[src/rtl/loader_pkg.sv]
// Shared types and constants for the instruction memory loader.
// The optional checksum stage is controlled by the LOADER_CHECKSUM_EN macro.
package loader_pkg;

   localparam int BYTES_PER_WORD = 4;
   localparam int WORD_W         = 32;

   // IDLE -> RECV -> WRITE -> {RECV | CHK | DONE} -> IDLE
   typedef enum logic [2:0] {
      IDLE,
      RECV,
      WRITE,
      CHK,
      DONE
   } state_e;

endpackage

[src/rtl/byte_word_assembler.sv]
// Collects bytes into a little-endian word: the first byte pushed lands in bits [7:0].
// word_o shows the word including a byte pushed this cycle, and word_full_o flags
// the push that completes the word. The byte index wraps by itself after the last lane,
// so back-to-back words need no explicit clear.
module byte_word_assembler
   import loader_pkg::*;
(
   input  logic              clk,
   input  logic              rst,
   input  logic              push_i,
   input  logic              clear_i,
   input  logic [7:0]        data_i,
   output logic [WORD_W-1:0] word_o,
   output logic              word_full_o
);

   localparam int IDX_W = $clog2(BYTES_PER_WORD);

   logic [IDX_W-1:0]  byte_idx_q, byte_idx_d;
   logic [WORD_W-1:0] lanes_q, lanes_d;
   logic [WORD_W-1:0] merged;

   // Merge the incoming byte into its lane and advance the byte index.
   always_comb begin
      merged     = lanes_q;
      byte_idx_d = byte_idx_q;
      if (push_i) begin
         merged[{byte_idx_q, 3'b000} +: 8] = data_i;
         byte_idx_d = byte_idx_q + IDX_W'(1);
      end
      lanes_d = merged;
      if (clear_i) begin
         lanes_d    = '0;
         byte_idx_d = '0;
      end
      word_o      = merged;
      word_full_o = push_i && (byte_idx_q == IDX_W'(BYTES_PER_WORD - 1));
   end

   // Lane and index registers; reset discards any partial word.
   always_ff @(posedge clk) begin
      if (rst) begin
         lanes_q    <= '0;
         byte_idx_q <= '0;
      end else begin
         lanes_q    <= lanes_d;
         byte_idx_q <= byte_idx_d;
      end
   end

endmodule

[src/rtl/instr_mem_loader.sv]
// Boot-time instruction memory loader: assembles a byte stream into 32-bit words
// and writes them from address 0 upward while holding the core off.
// Optional feature: LOADER_CHECKSUM_EN adds a trailing 4-byte checksum (mod 2^32 sum
// of the written words) checked in CHK; a mismatch sets the sticky err output.
// Handshake: a byte moves on any rising edge where in_valid && in_ready; in_ready
// depends only on the current state, never on in_valid.
module instr_mem_loader
   import loader_pkg::*;
#(
   parameter int DEPTH = 128
)
(
   input  logic                     clk,
   input  logic                     rst,
   input  logic                     start,
   input  logic [$clog2(DEPTH):0]   num_words,
   input  logic                     in_valid,
   input  logic [7:0]               in_data,
   output logic                     in_ready,
   output logic                     wr_en,
   output logic [$clog2(DEPTH)-1:0] wr_addr,
   output logic [WORD_W-1:0]        wr_din,
   output logic                     busy,
   output logic                     cpu_hold,
   output logic                     done,
   output logic                     err
);

   localparam int            AW      = $clog2(DEPTH);
   localparam logic [AW:0]   CNT_MAX = (AW+1)'(DEPTH);

   state_e            state_q, state_d;
   logic [AW:0]       cnt_q, cnt_d;
   logic [AW-1:0]     word_idx_q, word_idx_d;
   logic [AW-1:0]     wr_addr_q, wr_addr_d;
   logic [WORD_W-1:0] wr_din_q, wr_din_d;
   logic              xfer, asm_clear, asm_full, last_word;
   logic [WORD_W-1:0] asm_word;
`ifdef LOADER_CHECKSUM_EN
   logic [WORD_W-1:0] sum_q, sum_d;
   logic              err_q, err_d;
`endif

   // in_ready comes straight from state so the byte path has no combinational loop.
   assign in_ready  = (state_q == RECV) || (state_q == CHK);
   assign xfer      = in_valid && in_ready;
   assign asm_clear = (state_q == IDLE) && start;
   assign last_word = ({1'b0, word_idx_q} == (cnt_q - (AW+1)'(1)));
   assign busy      = (state_q != IDLE);
   assign cpu_hold  = busy;
   assign wr_addr   = wr_addr_q;
   assign wr_din    = wr_din_q;
`ifdef LOADER_CHECKSUM_EN
   assign err       = err_q;
`else
   assign err       = 1'b0;
`endif

   byte_word_assembler u_asm (
      .clk         (clk),
      .rst         (rst),
      .push_i      (xfer),
      .clear_i     (asm_clear),
      .data_i      (in_data),
      .word_o      (asm_word),
      .word_full_o (asm_full)
   );

   // Next-state, counter updates and the write/done strobes.
   always_comb begin
      state_d    = state_q;
      cnt_d      = cnt_q;
      word_idx_d = word_idx_q;
      wr_addr_d  = wr_addr_q;
      wr_din_d   = wr_din_q;
      wr_en      = 1'b0;
      done       = 1'b0;
`ifdef LOADER_CHECKSUM_EN
      sum_d      = sum_q;
      err_d      = err_q;
`endif
      case (state_q)
         IDLE: begin
            if (start) begin
               // Saturate so the address never wraps past DEPTH-1.
               cnt_d      = (num_words > CNT_MAX) ? CNT_MAX : num_words;
               word_idx_d = '0;
`ifdef LOADER_CHECKSUM_EN
               sum_d      = '0;
               err_d      = 1'b0;
               state_d    = (num_words == '0) ? CHK : RECV;
`else
               state_d    = (num_words == '0) ? DONE : RECV;
`endif
            end
         end
         RECV: begin
            if (asm_full) begin
               wr_addr_d = word_idx_q;
               wr_din_d  = asm_word;
               state_d   = WRITE;
            end
         end
         WRITE: begin
            wr_en = 1'b1;
`ifdef LOADER_CHECKSUM_EN
            sum_d = sum_q + wr_din_q;
`endif
            if (last_word) begin
`ifdef LOADER_CHECKSUM_EN
               state_d = CHK;
`else
               state_d = DONE;
`endif
            end else begin
               word_idx_d = word_idx_q + AW'(1);
               state_d    = RECV;
            end
         end
`ifdef LOADER_CHECKSUM_EN
         CHK: begin
            if (asm_full) begin
               if (asm_word != sum_q) err_d = 1'b1;
               state_d = DONE;
            end
         end
`endif
         DONE: begin
            done    = 1'b1;
            state_d = IDLE;
         end
         default: state_d = IDLE;
      endcase
   end

   // State, counters and write-port registers.
   always_ff @(posedge clk) begin
      if (rst) begin
         state_q    <= IDLE;
         cnt_q      <= '0;
         word_idx_q <= '0;
         wr_addr_q  <= '0;
         wr_din_q   <= '0;
`ifdef LOADER_CHECKSUM_EN
         sum_q      <= '0;
         err_q      <= 1'b0;
`endif
      end else begin
         state_q    <= state_d;
         cnt_q      <= cnt_d;
         word_idx_q <= word_idx_d;
         wr_addr_q  <= wr_addr_d;
         wr_din_q   <= wr_din_d;
`ifdef LOADER_CHECKSUM_EN
         sum_q      <= sum_d;
         err_q      <= err_d;
`endif
      end
   end

endmodule
[config.mk]
export PLATFORM = sky130hd
export DESIGN_NAME = instr_mem_loader
export DESIGN_NICKNAME = d
export VERILOG_FILES = /design/src/rtl/loader_pkg.sv /design/src/rtl/byte_word_assembler.sv /design/src/rtl/instr_mem_loader.sv
export SDC_FILE = /design/constraint.sdc
export NUM_CORES = 1
export LEC_CHECK = 0
export BUFFER_PORTS_ARGS = -buffer_cell sky130_fd_sc_hd__buf_4
export CORE_ASPECT_RATIO = 1.25
export CORE_MARGIN = 4
export CORE_UTILIZATION = 45
export DETAILED_ROUTE_END_ITERATION = 10
export PLACE_DENSITY = 0.71
export SLEW_MARGIN = 40
export SYNTH_ARGS = -nofsm -noshare
export SYNTH_HDL_FRONTEND = slang
export SYNTH_HIERARCHICAL = 1
export SYNTH_SLANG_ARGS = --single-unit
[constraint.sdc]
create_clock -name clk -period 2.6 [get_ports clk]
set_input_delay 0.13 -clock clk [delete_from_list [all_inputs] [get_ports clk]]
set_output_delay 0.13 -clock clk [all_outputs]
set_load 0.005 [all_outputs]
Word-level counts from Yosys, hierarchy flattened --
Index checks and enable logic that the tools add are counted. W data, S select, Z words.
Storage, ports and cells: flip-flop bits (word level) 91, word-level logic and storage cells 49
Operators by class: add/sub/neg operators 4, order comparisons 1, equality and inequality tests 9, shift operators 2, mux-type cells 13, reductions and logical operators 13
Operator list (number):
- $bwmux W32 | 1
- $mux W32 | 1
- $shift A8 B7 Y32 const A | 1
- $shiftx A8 B7 Y32 | 1
- $mux W7 | 2
- $pmux W7 S2 | 1
- $mux W3 | 4
- $pmux W3 S3 | 1
- $eq A7 B8 Y1 | 1
- $gt A8 B8 Y1 const B | 1
- $logic_not A8 Y1 | 1
- $mux W8 | 1
- $sub A8 B1 Y8 const B | 1
- $add A7 B1 Y7 const B | 1
- $neg A5 Y7 | 1
- $eq A3 B2 Y1 const B | 2
- $ne A2 B2 Y1 const B | 3
- $reduce_and A2 Y1 | 3
- $eq A3 B1 Y1 const B | 1
- $eq A3 B3 Y1 const B | 1
- $logic_and A1 B1 Y1 | 3
- $logic_not A3 Y1 | 1
- $reduce_and A3 Y1 | 1
- $reduce_bool A3 Y1 | 1
- 6 further kinds | 7

Logic depth before layout (Yosys ltp) --
word-level depth 6, gate-level depth with buffers 11, depth with buffers taken out 9

Hierarchy --
The synthesis kept the hierarchy.
Modules (own cells, without submodules):
- instr_mem_loader | instances 1, cells an instance 314, area each 2461.1 µm², seq. area each 1141.1 µm²
- byte_word_assembler | instances 1, cells an instance 160, area each 1559.0 µm², seq. area each 680.7 µm²

Worst setup path after synthesis --
OpenSTA, ideal clock, no wires.
path type register -> register, start register cnt_q[2], end register word_idx_q[2], data arrival time 2219 ps, path slack 306 ps, stages on the path, launching flop included 7, cell sequence dfxtp_1 or3_4 or4_1 and4b_1 o2111a_2 or4b_1 a31oi_1
On the way: cells in the longest elaborated chain, start to end 4
RTL lines:
- start: declaration | line instr_mem_loader.sv:33 | logic [AW:0] cnt_q, cnt_d;
- start signal: assignment | line instr_mem_loader.sv:150 | cnt_q <= cnt_d;
- $sub A8 B1 Y8 | line instr_mem_loader.sv:48 | assign last_word = ({1'b0, word_idx_q} == (cnt_q - (AW+1)'(1)));
- $eq A7 B8 Y1 | line instr_mem_loader.sv:48
- $ne A2 B2 Y1 (no source line)
- $reduce_and A3 Y1 (no source line)
- end signal: assignment | line instr_mem_loader.sv:151 | word_idx_q <= word_idx_d;
- end: declaration | line instr_mem_loader.sv:34 | logic [AW-1:0] word_idx_q, word_idx_d;
Every way passes these cells. A chain may end at the register's enable or synchronous reset.

Worst setup path in the final report --
start register cnt_q[3], end register word_idx_q[5]
Same word-level chain as after synthesis.

==> flow_summary_export.csv <==
group,metric,value,unit
setup_path,slowest_stage_cell_crit_path,"or4_1",
synth,dominantRegCellSynth,"dfxtp_1",
clocking,cts_num_sinks,91,
setup_path,cp_data_arrival_time,2730,ps
sta,final.setup.tns,0,ps
finish,nets,553,
synth,netlist_instances,474,
sta,timing.final.crit_share,0.946,
routing,detail_route.wl_per_cell,15.4,microns
synth,synth_top_cell_by_area,"dfxtp_1",
routing,vias,3567,
global_routing,antenna_found_initial,0,
floorplan,die-area,0.0105,sq mm
synth,synth.net_count,501,
synth,synth_adder_area_share,0.0218,
setup_path,crit_path_max_fanout,7,
global_routing,gr-total-overflow,0,
routing,ant_nets,0,
min_path,hold_class,"in -> reg",
synth,count_of_flip_flops_with_a_built_in_enable_after_synthesis,0,
sta,relSlewSlack,0.492,
finish,layoutNonFillerInstCount,651,
clocking,clock_tree_from_tritoncts,"yes",
synth,synth_cell_type_count,51,
clocking,cts_hold_repair.buffers,0,
setup_path,timing.critical_path.mode_cell,"or4_1",
synth,seq_area_frac_synth,0.453,
finish,layout_cell_share_with_drive_strength_beyond_1,0.190,
floorplan,floorplan.rows,38,
floorplan,die_y,114,microns
global_routing,groute.usage.overall,0.191,
clocking,tritoncts.num_buffers,9,
power,leakagePower,1.91,nW
clocking,clock_path_buffers,2,
power,report.power.total,2.59,mW
sta,pins_over_slew_limit,0,
global_routing,via_count_of_the_first_global_routing_pass,3398,
sta,finalWorstPathRequiredPeriod,2460,ps
setup_path,worst_ep_required_time,2870,ps
power,peakVddDrop,301,uV
finish,design_area,0.00479,sq mm
setup_path,crit_path_max_incr_delay,490,ps
synth,synth_largest_type_area_fraction,0.453,
sta,finalHoldViolCount,0,
finish,area_growth_from_synthesis_to_final_layout,19.0,%
placed_design,place_congestion,0.847,
synth,synthTopCellsByCount,"nand2_1 (96), dfxtp_1 (91), a21oi_1 (54)",
min_path,number_of_instances_on_the_worst_hold_path,2,
synth,yosys_register_bits,91,
global_routing,grt_pass1_wl,16.3,mm
synth,synth-compound-area-share,0.214,
setup_path,critical_path.cell_chain,"or3_4 > or4_1 > and4b_1 > o2111a_2 > or4_1 > a31oi_1",
setup_path,cpLargestDelayFamily,"simple AND/OR/NAND/NOR gates",
setup_path,cp-end-kind,"register",
finish,finish.utilization,0.550,
routing,route.final.wire_length,10.0,mm
placed_design,dp.final_hpwl,6.95,mm
global_routing,grt_max_degree,61,
finish,antenna_cells,0,
sta,setup_viol,0,
synth,synth_top_family_by_area,"simple AND/OR/NAND/NOR gates",
synth,yosys.cell_count.top_type,"nand2_1",
floorplan,die_width,92.5,microns
floorplan,core-area,0.00870,sq mm
synth,synthArstFlopShare,0,
setup_path,timing_worst_setup_path_type,"reg -> reg",
job,drv_cap,0,
placed_design,placement.cell_area,0.00454,sq mm
synth,synth_area_leaders,"dfxtp_1 (45%), nand2_1 (9.0%), a21oi_1 (6.7%)",
power,power_per_cell_area,541,mW/mm^2
clocking,clk_pin_slew_worst_paths,80,ps
sta,max_freq,407,MHz
setup_path,count_of_cells_along_the_worst_register_to_register_path,6,
synth,xor_xnor_fraction_of_synth_area,0.0218,
routing,remaining_drc_errors,0,
clocking,clk_latency,350,ps
synth,post_synthesis_cell_area,0.00402,sq mm
synth,yosys-mux-area-fraction,0.00249,
finish,fillers,832,
floorplan,initial_core_util,0.462,
routing,drt-pass1-iter-count,4,
synth,synthSimpleGateAreaFrac,0.224,
floorplan,num_io_pins,65,
routing,vias_cell,5.48,
status,outcome,"completed",
synth,synth_warnings,6,
setup_path,worst_setup_path_start_kind,"register",
setup_path,timing.critical_path.depth,6,
sta,clock_skew,11.0,ps
setup_path,worst_path_buf_inv,0,
placed_design,io_buffers,63,
sta,tightestPinTransition,763,ps
routing,drt-initial-drc-count,142,
placed_design,dp_cells,631,
synth,post_synth.cell_area_avg,8.48,sq um
clocking,h-tree-depth,3,
clocking,cts.root.buffer_cell,"clkbuf_8",
## state kept, by name (all words and copies together), names as in the netlist
| register | count |
|---|---|
| u_asm/lanes_q | 32 |
| wr_din | 32 |
| cnt_q | 8 |
| word_idx_q | 7 |
| wr_addr | 7 |
| state_q | 3 |
| u_asm/byte_idx_q | 2 |
## final timing paths
check                          start  slack, ps                          end
max            cnt_q[3]$_SDFFE_PP0P_        140   word_idx_q[5]$_SDFFE_PP0P_
max reg2reg    cnt_q[3]$_SDFFE_PP0P_        140   word_idx_q[5]$_SDFFE_PP0P_
min reg2reg  wr_addr[6]$_SDFFE_PP0P_        460      wr_addr[6]$_SDFFE_PP0P_
min                       in_data[5]         60  u_asm/lanes_q[5]$_SDFF_PP0_
## routing by layer
layer / up-vias / wire [microns] / part of all wire / global-route usage
met5: - / 0 / 0 / 0
li1: 1781 / - / - / -
met3: 7 / 437 / 0.044 / 0.0317
met2: 70 / 5240 / 0.52 / 0.343
met4: 0 / 78 / 0.0078 / 0.0634
met1: 1709 / 4280 / 0.43 / 0.230
## through the flow
stage          setup WS (ps)  hold slack, ps
2_1_floorplan            306             283
3_3_place_gp             172             412
3_5_place_dp            98.8             417
4_1_cts                 58.8            36.8
5_1_grt                -1.26            64.7
6_report                 141            61.5
## report_power, final
group / internal (mW) / switching, mW
Combinational: 0.0789 / 0.119
Sequential: 1.40 / 0.0133
Clock: 0.500 / 0.475
Total: 1.98 / 0.608
## cell families after synthesis
logic type	count (synthesis)
xor gates and xnor gates	10
DFF	91
muxes	1
other	1
adders and majority gates	7
AOI/OAI and AO/OA	122
and+or+nand+nor	184
buffers and inverters	58
## cell usage in the layout (no fill, tap or decap), types with 7 or more instances in the layout
master / count
nor3b_1: 9
nor2_1: 29
a31oi_1: 7
a21oi_1: 54
a32oi_1: 15
xnor2_1: 8
dfxtp_1: 90
a32o_1: 15
nand2_1: 96
ha_1: 7
buf_4: 72
a22o_1: 14
inv_1: 26
clkbuf_8: 11
## timing repair
item | CTS | global route
setup endpoints to repair | 0 | 5
resized for setup | 0 | 2
buffers inserted | 0 | 3
## worst reg2reg max path, delay by kind of cell (launching register included)
kind	cells	cell delay (ps)
compound gates	2	470
simple gates	4	1560
flops	1	370
## layout make-up
| type | count | area, sq um | share of cell area |
|---|---|---|---|
| inverter | 26 | 97.6 | 0.0204 |
| multi-input combinational | 326 | 1970 | 0.412 |
| clock inverter | 3 | 46.3 | 0.00967 |
| sequential | 91 | 1820 | 0.381 |
| clock buffer | 13 | 159 | 0.0332 |
| tap | 120 | 150 | 0.0314 |
| timing repair buffer | 72 | 541 | 0.113 |
No activity file was read; power rests on OpenSTA's default activity.
